--- src/rtl/uart_pkt_pkg.sv ---
`default_nettype none
// ============================================================================
//  Module   : uart_pkt_pkg
//  Brief    : Shared constants, field layout and FSM states for the
//             UART packet assembler.
//  Revision : 1.0
// ============================================================================
package uart_pkt_pkg;

    localparam logic [2:0] HDR_VALUE = 3'b101;

    localparam int BYTE_W   = 8;
    localparam int HDR_W    = 3;
    localparam int ADDR_W   = 10;
    localparam int DATA_W   = 8;
    localparam int FOOTER_W = 3;
    localparam int PKT_W    = 24;
    localparam int BODY_W   = PKT_W - HDR_W;

    localparam int HDR_LSB    = 21;
    localparam int ADDR_LSB   = 11;
    localparam int DATA_LSB   = 3;
    localparam int FOOTER_LSB = 0;

    // Header position inside the first byte on the wire.
    localparam int HDR_BYTE_LSB = HDR_LSB - 2 * BYTE_W;

    typedef enum logic [1:0] {
        IDLE = 2'd0,
        GOT0 = 2'd1,
        GOT1 = 2'd2
    } pkt_state_e;

endpackage
`default_nettype wire

--- src/rtl/uart_packet_assembler_byte_gap_timer.sv ---
`default_nettype none
// ============================================================================
//  Module   : byte_gap_timer
//  Brief    : Inter-byte gap timer; expired pulses on the cycle the gap
//             reaches TIMEOUT_CYCLES. TIMEOUT_CYCLES = 0 disables it.
//  Revision : 1.0
// ============================================================================
module byte_gap_timer #(
    parameter int TIMEOUT_CYCLES = 4096
) (
    input  logic clk,
    input  logic rst,
    input  logic clear,
    input  logic enable,
    output logic expired
);

    generate
        if (TIMEOUT_CYCLES == 0) begin : g_no_timeout
            logic w_unused_inputs;
            assign w_unused_inputs = clk ^ rst ^ clear ^ enable;
            assign expired         = 1'b0;
        end else begin : g_timeout
            localparam int c_CNT_W = (TIMEOUT_CYCLES > 1) ? $clog2(TIMEOUT_CYCLES) : 1;
            localparam logic [c_CNT_W-1:0] c_LAST = c_CNT_W'(TIMEOUT_CYCLES - 1);

            logic [c_CNT_W-1:0] r_count;

            // The expiring cycle also rewinds the count so a stale value never leaks.
            always_ff @(posedge clk or negedge rst) begin
                if (!rst) begin
                    r_count <= '0;
                end else if (clear || (enable && (r_count == c_LAST))) begin
                    r_count <= '0;
                end else if (enable) begin
                    r_count <= r_count + c_CNT_W'(1);
                end
            end

            assign expired = enable && (r_count == c_LAST);
        end
    endgenerate

endmodule
`default_nettype wire

--- src/rtl/uart_packet_assembler.sv ---
`default_nettype none
// ============================================================================
//  Module   : uart_packet_assembler
//  Brief    : Frames three UART bytes into a 24-bit packet, validates the
//             header and buffers addr/data/footer behind valid/ready.
//             Optional footer legality check: PKT_FOOTER_CHECK_EN.
//  Revision : 1.0
// ============================================================================
module uart_packet_assembler
    import uart_pkt_pkg::*;
#(
    parameter logic [2:0] HEADER         = HDR_VALUE,
    parameter int         TIMEOUT_CYCLES = 4096,
    parameter int         CNT_W          = 16
) (
    input  logic                clk,
    input  logic                rst,
    input  logic                rx_ready,
    input  logic [BYTE_W-1:0]   rx_byte,
    output logic                pkt_valid,
    input  logic                pkt_ready,
    output logic [ADDR_W-1:0]   pkt_addr,
    output logic [DATA_W-1:0]   pkt_data,
    output logic [FOOTER_W-1:0] pkt_footer,
    output logic [CNT_W-1:0]    pkt_count,
    output logic [7:0]          err_count,
    output logic                busy
);

    pkt_state_e                    r_state;
    logic [BYTE_W-HDR_W-1:0]       r_addr_hi;
    logic [BYTE_W-1:0]             r_byte1;

    logic                          w_hdr_ok;
    logic                          w_complete;
    logic                          w_footer_ok;
    logic                          w_drain;
    logic                          w_load;
    logic                          w_overflow;
    logic                          w_footer_err;
    logic                          w_hdr_err;
    logic                          w_timeout_err;
    logic                          w_err;
    logic                          w_expired;
    logic                          w_timer_clear;
    logic [BODY_W-1:0]             w_body;

    assign w_hdr_ok   = (rx_byte[HDR_BYTE_LSB +: HDR_W] == HEADER);
    assign w_complete = rx_ready && (r_state == GOT1);
    assign w_body     = {r_addr_hi, r_byte1, rx_byte};

`ifdef PKT_FOOTER_CHECK_EN
    assign w_footer_ok = ~(rx_byte[2] | rx_byte[0]);
`else
    assign w_footer_ok = 1'b1;
`endif

    // A completing packet may refill the buffer in the same cycle it drains.
    assign w_drain       = pkt_valid && pkt_ready;
    assign w_load        = w_complete && w_footer_ok && (!pkt_valid || pkt_ready);
    assign w_overflow    = w_complete && w_footer_ok && pkt_valid && !pkt_ready;
    assign w_footer_err  = w_complete && !w_footer_ok;
    assign w_hdr_err     = rx_ready && (r_state == IDLE) && !w_hdr_ok;
    assign w_timeout_err = w_expired && !rx_ready;
    assign w_err         = w_hdr_err || w_timeout_err || w_overflow || w_footer_err;

    assign w_timer_clear = rx_ready && ((r_state != IDLE) || w_hdr_ok);

    byte_gap_timer #(
        .TIMEOUT_CYCLES (TIMEOUT_CYCLES)
    ) u_gap_timer (
        .clk     (clk),
        .rst     (rst),
        .clear   (w_timer_clear),
        .enable  (r_state != IDLE),
        .expired (w_expired)
    );

    always_ff @(posedge clk or negedge rst) begin
        if (!rst) begin
            r_state    <= IDLE;
            r_addr_hi  <= '0;
            r_byte1    <= '0;
            pkt_valid  <= 1'b0;
            pkt_addr   <= '0;
            pkt_data   <= '0;
            pkt_footer <= '0;
            pkt_count  <= '0;
            err_count  <= '0;
            busy       <= 1'b0;
        end else begin
            if (w_load) begin
                pkt_valid  <= 1'b1;
                pkt_addr   <= w_body[ADDR_LSB +: ADDR_W];
                pkt_data   <= w_body[DATA_LSB +: DATA_W];
                pkt_footer <= w_body[FOOTER_LSB +: FOOTER_W];
            end else if (w_drain) begin
                pkt_valid  <= 1'b0;
            end

            if (w_load && (pkt_count != {CNT_W{1'b1}})) begin
                pkt_count <= pkt_count + CNT_W'(1);
            end
            if (w_err && (err_count != 8'hFF)) begin
                err_count <= err_count + 8'd1;
            end

            // A byte arriving on the expiry cycle takes priority over the timeout.
            case (r_state)
                IDLE: begin
                    if (rx_ready && w_hdr_ok) begin
                        r_addr_hi <= rx_byte[BYTE_W-HDR_W-1:0];
                        r_state   <= GOT0;
                        busy      <= 1'b1;
                    end
                end
                GOT0: begin
                    if (rx_ready) begin
                        r_byte1 <= rx_byte;
                        r_state <= GOT1;
                    end else if (w_expired) begin
                        r_state <= IDLE;
                        busy    <= 1'b0;
                    end
                end
                GOT1: begin
                    if (rx_ready || w_expired) begin
                        r_state <= IDLE;
                        busy    <= 1'b0;
                    end
                end
                default: begin
                    r_state <= IDLE;
                    busy    <= 1'b0;
                end
            endcase
        end
    end

endmodule
`default_nettype wire

--- config.mk ---
export PLATFORM = sky130hd
export DESIGN_NAME = uart_packet_assembler
export DESIGN_NICKNAME = d
export VERILOG_FILES = /design/src/rtl/uart_pkt_pkg.sv /design/src/rtl/uart_packet_assembler_byte_gap_timer.sv /design/src/rtl/uart_packet_assembler.sv
export SDC_FILE = /design/constraint.sdc
export NUM_CORES = 1
export LEC_CHECK = 0
export BUFFER_PORTS_ARGS = -buffer_cell sky130_fd_sc_hd__buf_4
export CORE_UTILIZATION = 45
export CTS_CLUSTER_DIAMETER = 50
export DETAILED_ROUTE_END_ITERATION = 10
export PLACE_DENSITY = 0.69
export SYNTH_ARGS = -nofsm -noshare
export SYNTH_HDL_FRONTEND = slang
export SYNTH_SLANG_ARGS = --single-unit
--- constraint.sdc ---
create_clock -name clk -period 1.9 [get_ports clk]
set_clock_uncertainty 0.1 [all_clocks]
set_input_delay 0.38 -clock clk [delete_from_list [all_inputs] [get_ports clk]]
set_output_delay 0.38 -clock clk [all_outputs]
set_load 0.005 [all_outputs]
**After elaboration in Yosys (flattened, before gate mapping)**

Cells that the tools add are included.

- Output and inout bits: 47
- Bits in registers: 74
- Bits of input ports: 12

- Reduce and logical (&&, ||, !) cells: 31
- Equality and inequality tests: 11
- Add/subtract/negate cells: 3
- Multiplexer cells: 14

Operator list:

| operator | number |
|---|---|
| $mux 12 | 2 |
| $add 16x1->16 const B | 1 |
| $ne 16x16->1 const B | 1 |
| $logic_and 1x1->1 | 13 |
| $add 12x1->12 const B | 1 |
| $eq 12x12->1 const B | 1 |
| $add 8x1->8 const B | 1 |
| $mux 2 | 4 |
| $ne 8x8->1 const B | 1 |
| $logic_or 1x1->1 | 6 |
| $mux 1 | 6 |
| $pmux 2 s3 | 1 |
| $reduce_bool 2->1 | 3 |
| $logic_not 1->1 | 4 |
| $ne 2x1->1 const B | 2 |
| $ne 2x2->1 const B | 2 |
| $reduce_and 2->1 | 2 |
| $reduce_and 4->1 | 1 |
| $eq 3x3->1 const B | 1 |
| $ne 3x3->1 const B | 1 |
| $pmux 1 s3 | 1 |
| $reduce_and 3->1 | 1 |
| $eq 2x1->1 const B | 1 |
| $eq 2x2->1 const B | 1 |
| $logic_not 2->1 | 1 |

**Longest topological paths before layout**

- Word-level depth: 6
- Gate-level depth with buffers: 7
- Mapped depth without buffers: 6

**By module**

From an unflattened synthesis, not the netlist that was laid out.

- Cells, all modules: 266
- Area, all modules: 3319.4 µm²

By module, submodules not included:

| module | area each (µm²) | cells an instance | times used | seq. area each (µm²) |
|---|---|---|---|---|
| uart_packet_assembler | 2716.4 | 209 | 1 | 1551.5 |
| byte_gap_timer | 603.1 | 57 | 1 | 300.3 |

**Worst setup path before layout**

No wires, ideal clock.

- Path kind: register -> register
- From: register u_gap_timer.g_timeout.r_count[0]
- To: register err_count[1]
- Buffers on the path: 0
- Data arrival time: 1808 ps
- Path slack: -133 ps
- Cell stages (with the launch flop): 7
- Clock period less this slack: 2033 ps
- Setup time: 125 ps
- Cells stage by stage: dfrtp_1 ha_1 nand2_1 or4_4 o21ai_4 nand2_4 mux2_4

- Longest elaborated chain between the ends: 6

Ends and longest elaborated chain:

| what | line | source |
|---|---|---|
| start, declared | uart_packet_assembler_byte_gap_timer.sv:27 | `logic [c_CNT_W-1:0] r_count;` |
| start signal, assigned | uart_packet_assembler_byte_gap_timer.sv:36 | `r_count <= r_count + c_CNT_W'(1);` |
| $eq 12x12->1 | uart_packet_assembler_byte_gap_timer.sv:40 | `assign expired = enable && (r_count == c_LAST);` |
| $logic_and 1x1->1 | uart_packet_assembler_byte_gap_timer.sv:40 |  |
| $logic_and 1x1->1 | uart_packet_assembler.sv:64 | `assign w_timeout_err = w_expired && !rx_ready;` |
| $logic_or 1x1->1 (2 in a row) | uart_packet_assembler.sv:65 | `assign w_err = w_hdr_err \|\| w_timeout_err \|\| w_overflow \|\| w_footer_err;` |
| $logic_and 1x1->1 | uart_packet_assembler.sv:104 | `if (w_err && (err_count != 8'hFF)) begin` |
| end signal, assigned | uart_packet_assembler.sv:105 | `err_count <= err_count + 8'd1;` |
| end, declared | uart_packet_assembler.sv:26 | `output logic [7:0] err_count,` |

No other way between the ends.
A chain may end at the register's enable or synchronous reset.

**Worst setup path in the final report**

Same ends and word-level chain as after synthesis.

==> results.toml <==
[run_status]
outcome = "complete, but fails checks"
violations = "negative setup slack"

[floorplanning]
ioPinCount = 59
coreArea_mm2 = 0.00694
start_util_pct = 47.5
rows = 30
die-area_mm2 = 0.00767
die_h_um = 87.6
die_w_um = 87.6

[setup_path]
slowest_stage = "or4_4"
crit_required_ns = 2.03
worst-path-max-fanout = 2
crit_path_cell_trace = "ha_2, nand2_2, or4_4, o21ai_4, nand2_4, mux2_4"
cp_top_family = "simple AND/OR/NAND/NOR gates"
path_buf_inv = 0
crit_path_max_incr_delay_ns = 0.54
crit_arrival_ns = 2.10
path_class = "reg -> reg"
critPathLaunchType = "flip-flop"
end_kind = "flip-flop"

[pwr]
p_leak_nw = 2.17
powerDensity_mw_per_mm2 = 1270
peakVddDrop_uv = 754

[global_routing]
grt_pass1_vias = 2696
antenna_found_initial = 0
overflow = 0
grt_util_all_layers_pct = 21.3
grt_max_degree = 36
grt_first_pass_wirelength_um = 12500

[drt]
drt-total-wl_um = 7370
drc_errors = 0
via_count = 2682
via_per_inst = 5.06
drt_pass1_iterations = 4
ant_nets = 0
drt_iter0_drc = 102
wire_per_inst_um = 13.9

[clock_tree]
ctsHtreeMaxLevel = 3
clockBufferDepth = 2
cts_tree = "yes"
cts_sinks = 74
clk_latency_ns = 0.34
clk_pin_slew_ns = 0.08
numCtsBuffers = 9
clock_tree.root_cell = "clkbuf_8"

[yosys]
avgSynthCellArea_um2 = 10.3
syn_inst = 321
async_flop_share_pct = 100
yosys_warnings = 0
syn_nets = 336
syn-cell-area_mm2 = 0.00330
synth.distinct_cells = 46
synth-seq-area-share_pct = 56.2
synth_ff_type = "dfrtp_1"
synth_edf_count = 0
synth_seq_cells = 74

[placed_design]
numPortBuffers = 58
dp_hpwl_um = 5260
gp_congestion = 0.791

[timing]
fmax_mhz = 507
fin_setup_tns_ns = -0.454
min_period_ns = 1.97
hold_ws_ns = 0.146
setup_viol = 12
worst_slew_pin_slew_ns = 0.463
worst_slack_ns = -0.0712
drv_slew = 0
slew_headroom_pct = 69.1
post-route-period-util_pct = 104
grt_setup_unrepaired = "true"
finalHoldViolCount = 0

[final_layout]
n_antenna_cell = 0
utilization_pct = 63.8
final_cell_mix = "99 x buf_4, 83 x nand2_1, 73 x dfrtp_1"
multi_input_area_mm2 = 0.00143
drive_gt1_share_pct = 35.5
nNetsFinal = 444
nFillCells = 558
areaGrowthSynthToFinish_pct = 34.5
final-seq-area_mm2 = 0.00185
mostFrequentLayoutCell = "buf_4"

[job]
maxCapViolCount = 0

[min_path]
hold_class = "in -> reg"
[logic make-up (layout without fill, tap and decap cells)]
kind of cell             Yosys count  count (layout)  share of synthesized area (%)
AND/OR/NAND/NOR                  167             167                           24.0
flip-flops                        74              74                           56.2
XOR/XNOR                          24              24                           6.38
AO/OA/AOI/OAI                     23              23                           4.56
multiplexers                      18              18                           6.23
buffers and inverters             12             125                           1.48
adder cells (fa/ha/maj)            3               3                           1.14
[cells in the mapped netlist (all sizes together) (5+ instances only)]
cell type,number,area (um^2)
and3,5,31.3
clkbuf,5,18.8
dfrtp,74,1850
mux2,17,195
nand2,86,330
nand3,20,105
nand4,6,37.5
nor2,20,75.1
nor4,5,31.3
o21ai,11,66.3
xnor2,16,140
xor2,8,70.1
[state kept, by name (all words and copies together), names as in the netlist, 2 cells and up]
| signal | cells |
|---|---|
| err_count | 8 |
| pkt_footer | 3 |
| pkt_data | 8 |
| pkt_addr | 10 |
| pkt_count | 16 |
| u_gap_timer.g_timeout.r_count | 12 |
| r_state | 2 |
| r_byte1 | 8 |
| r_addr_hi | 5 |
[metrics by stage]
stage	total power, W	instance area, um^2	setup slack [ns]	cells
3_3_place_gp	0.00441	4180	-0.0431	509
3_5_place_dp	0.00449	4180	-0.0919	509
6_report	0.00561	4430	-0.0712	530
4_1_cts	0.00562	4370	-0.0817	526
5_1_grt	0.00600	4430	-0.166	530
2_1_floorplan	0.00335	3300	-0.119	321
[timing repair]
item | 4_1_cts | 5_1_grt
pin swaps | 4 | 2
setup buffers | 0 | 4
resized for setup | 1 | 11
endpoints found under the setup margin | 12 | 18
hold endpoints to repair | 32 | 0
hold buffers | 1 | 0
[power breakdown]
group	leakage (nW)	internal (W)	total [W]	switching, W
combinational	1.13	0.00118	0.00209	0.000912
sequential	0.948	0.00208	0.00241	0.000329
clock	0.0924	0.000509	0.00111	0.000597
[path summary, 6_finish.rpt]
| kind | start | end | slack [ns] | depth (start not counted) |
|---|---|---|---|---|
| max in group asynchronous | rst | pkt_footer[0] | 0.74 | 3 |
| setup / recovery | u_gap_timer.g_timeout.r_count[0] | err_count[1] | -0.07 | 6 |
| hold / removal | rx_byte[4] | pkt_data[1] | 0.15 | 3 |
| hold reg to reg | r_byte1[0] | pkt_data[5] | 0.37 | 2 |
| setup reg to reg | u_gap_timer.g_timeout.r_count[0] | err_count[1] | -0.07 | 6 |
| min in group asynchronous | rst | u_gap_timer.g_timeout.r_count[10] | 0.43 | 2 |
[layer usage]
layer	global-route usage [%]	part of all wire (%)	vias to the layer above
li1	-	-	1308
met1	28.0	46	1316
met2	34.4	48	45
met3	5.75	4.6	13
met4	6.71	1.4	0
met5	0	0	-
[worst reg2reg max path: stages (launching register included)]
cell,delay (ns)
dfrtp_1,0.36
ha_2,0.19
nand2_2,0.06
or4_4,0.54
o21ai_4,0.24
nand2_4,0.08
mux2_4,0.30
[area by class of cell]
type | count | share of cell area, %
sequential | 74 | 41.8
inverter | 4 | 0.339
clock buffer | 10 | 3.11
tap | 96 | 2.71
multi-input combinational | 235 | 32.3
timing repair buffer | 105 | 18.9
clock inverter | 6 | 0.903
Note: power is estimated with default switching activity, not from simulation.
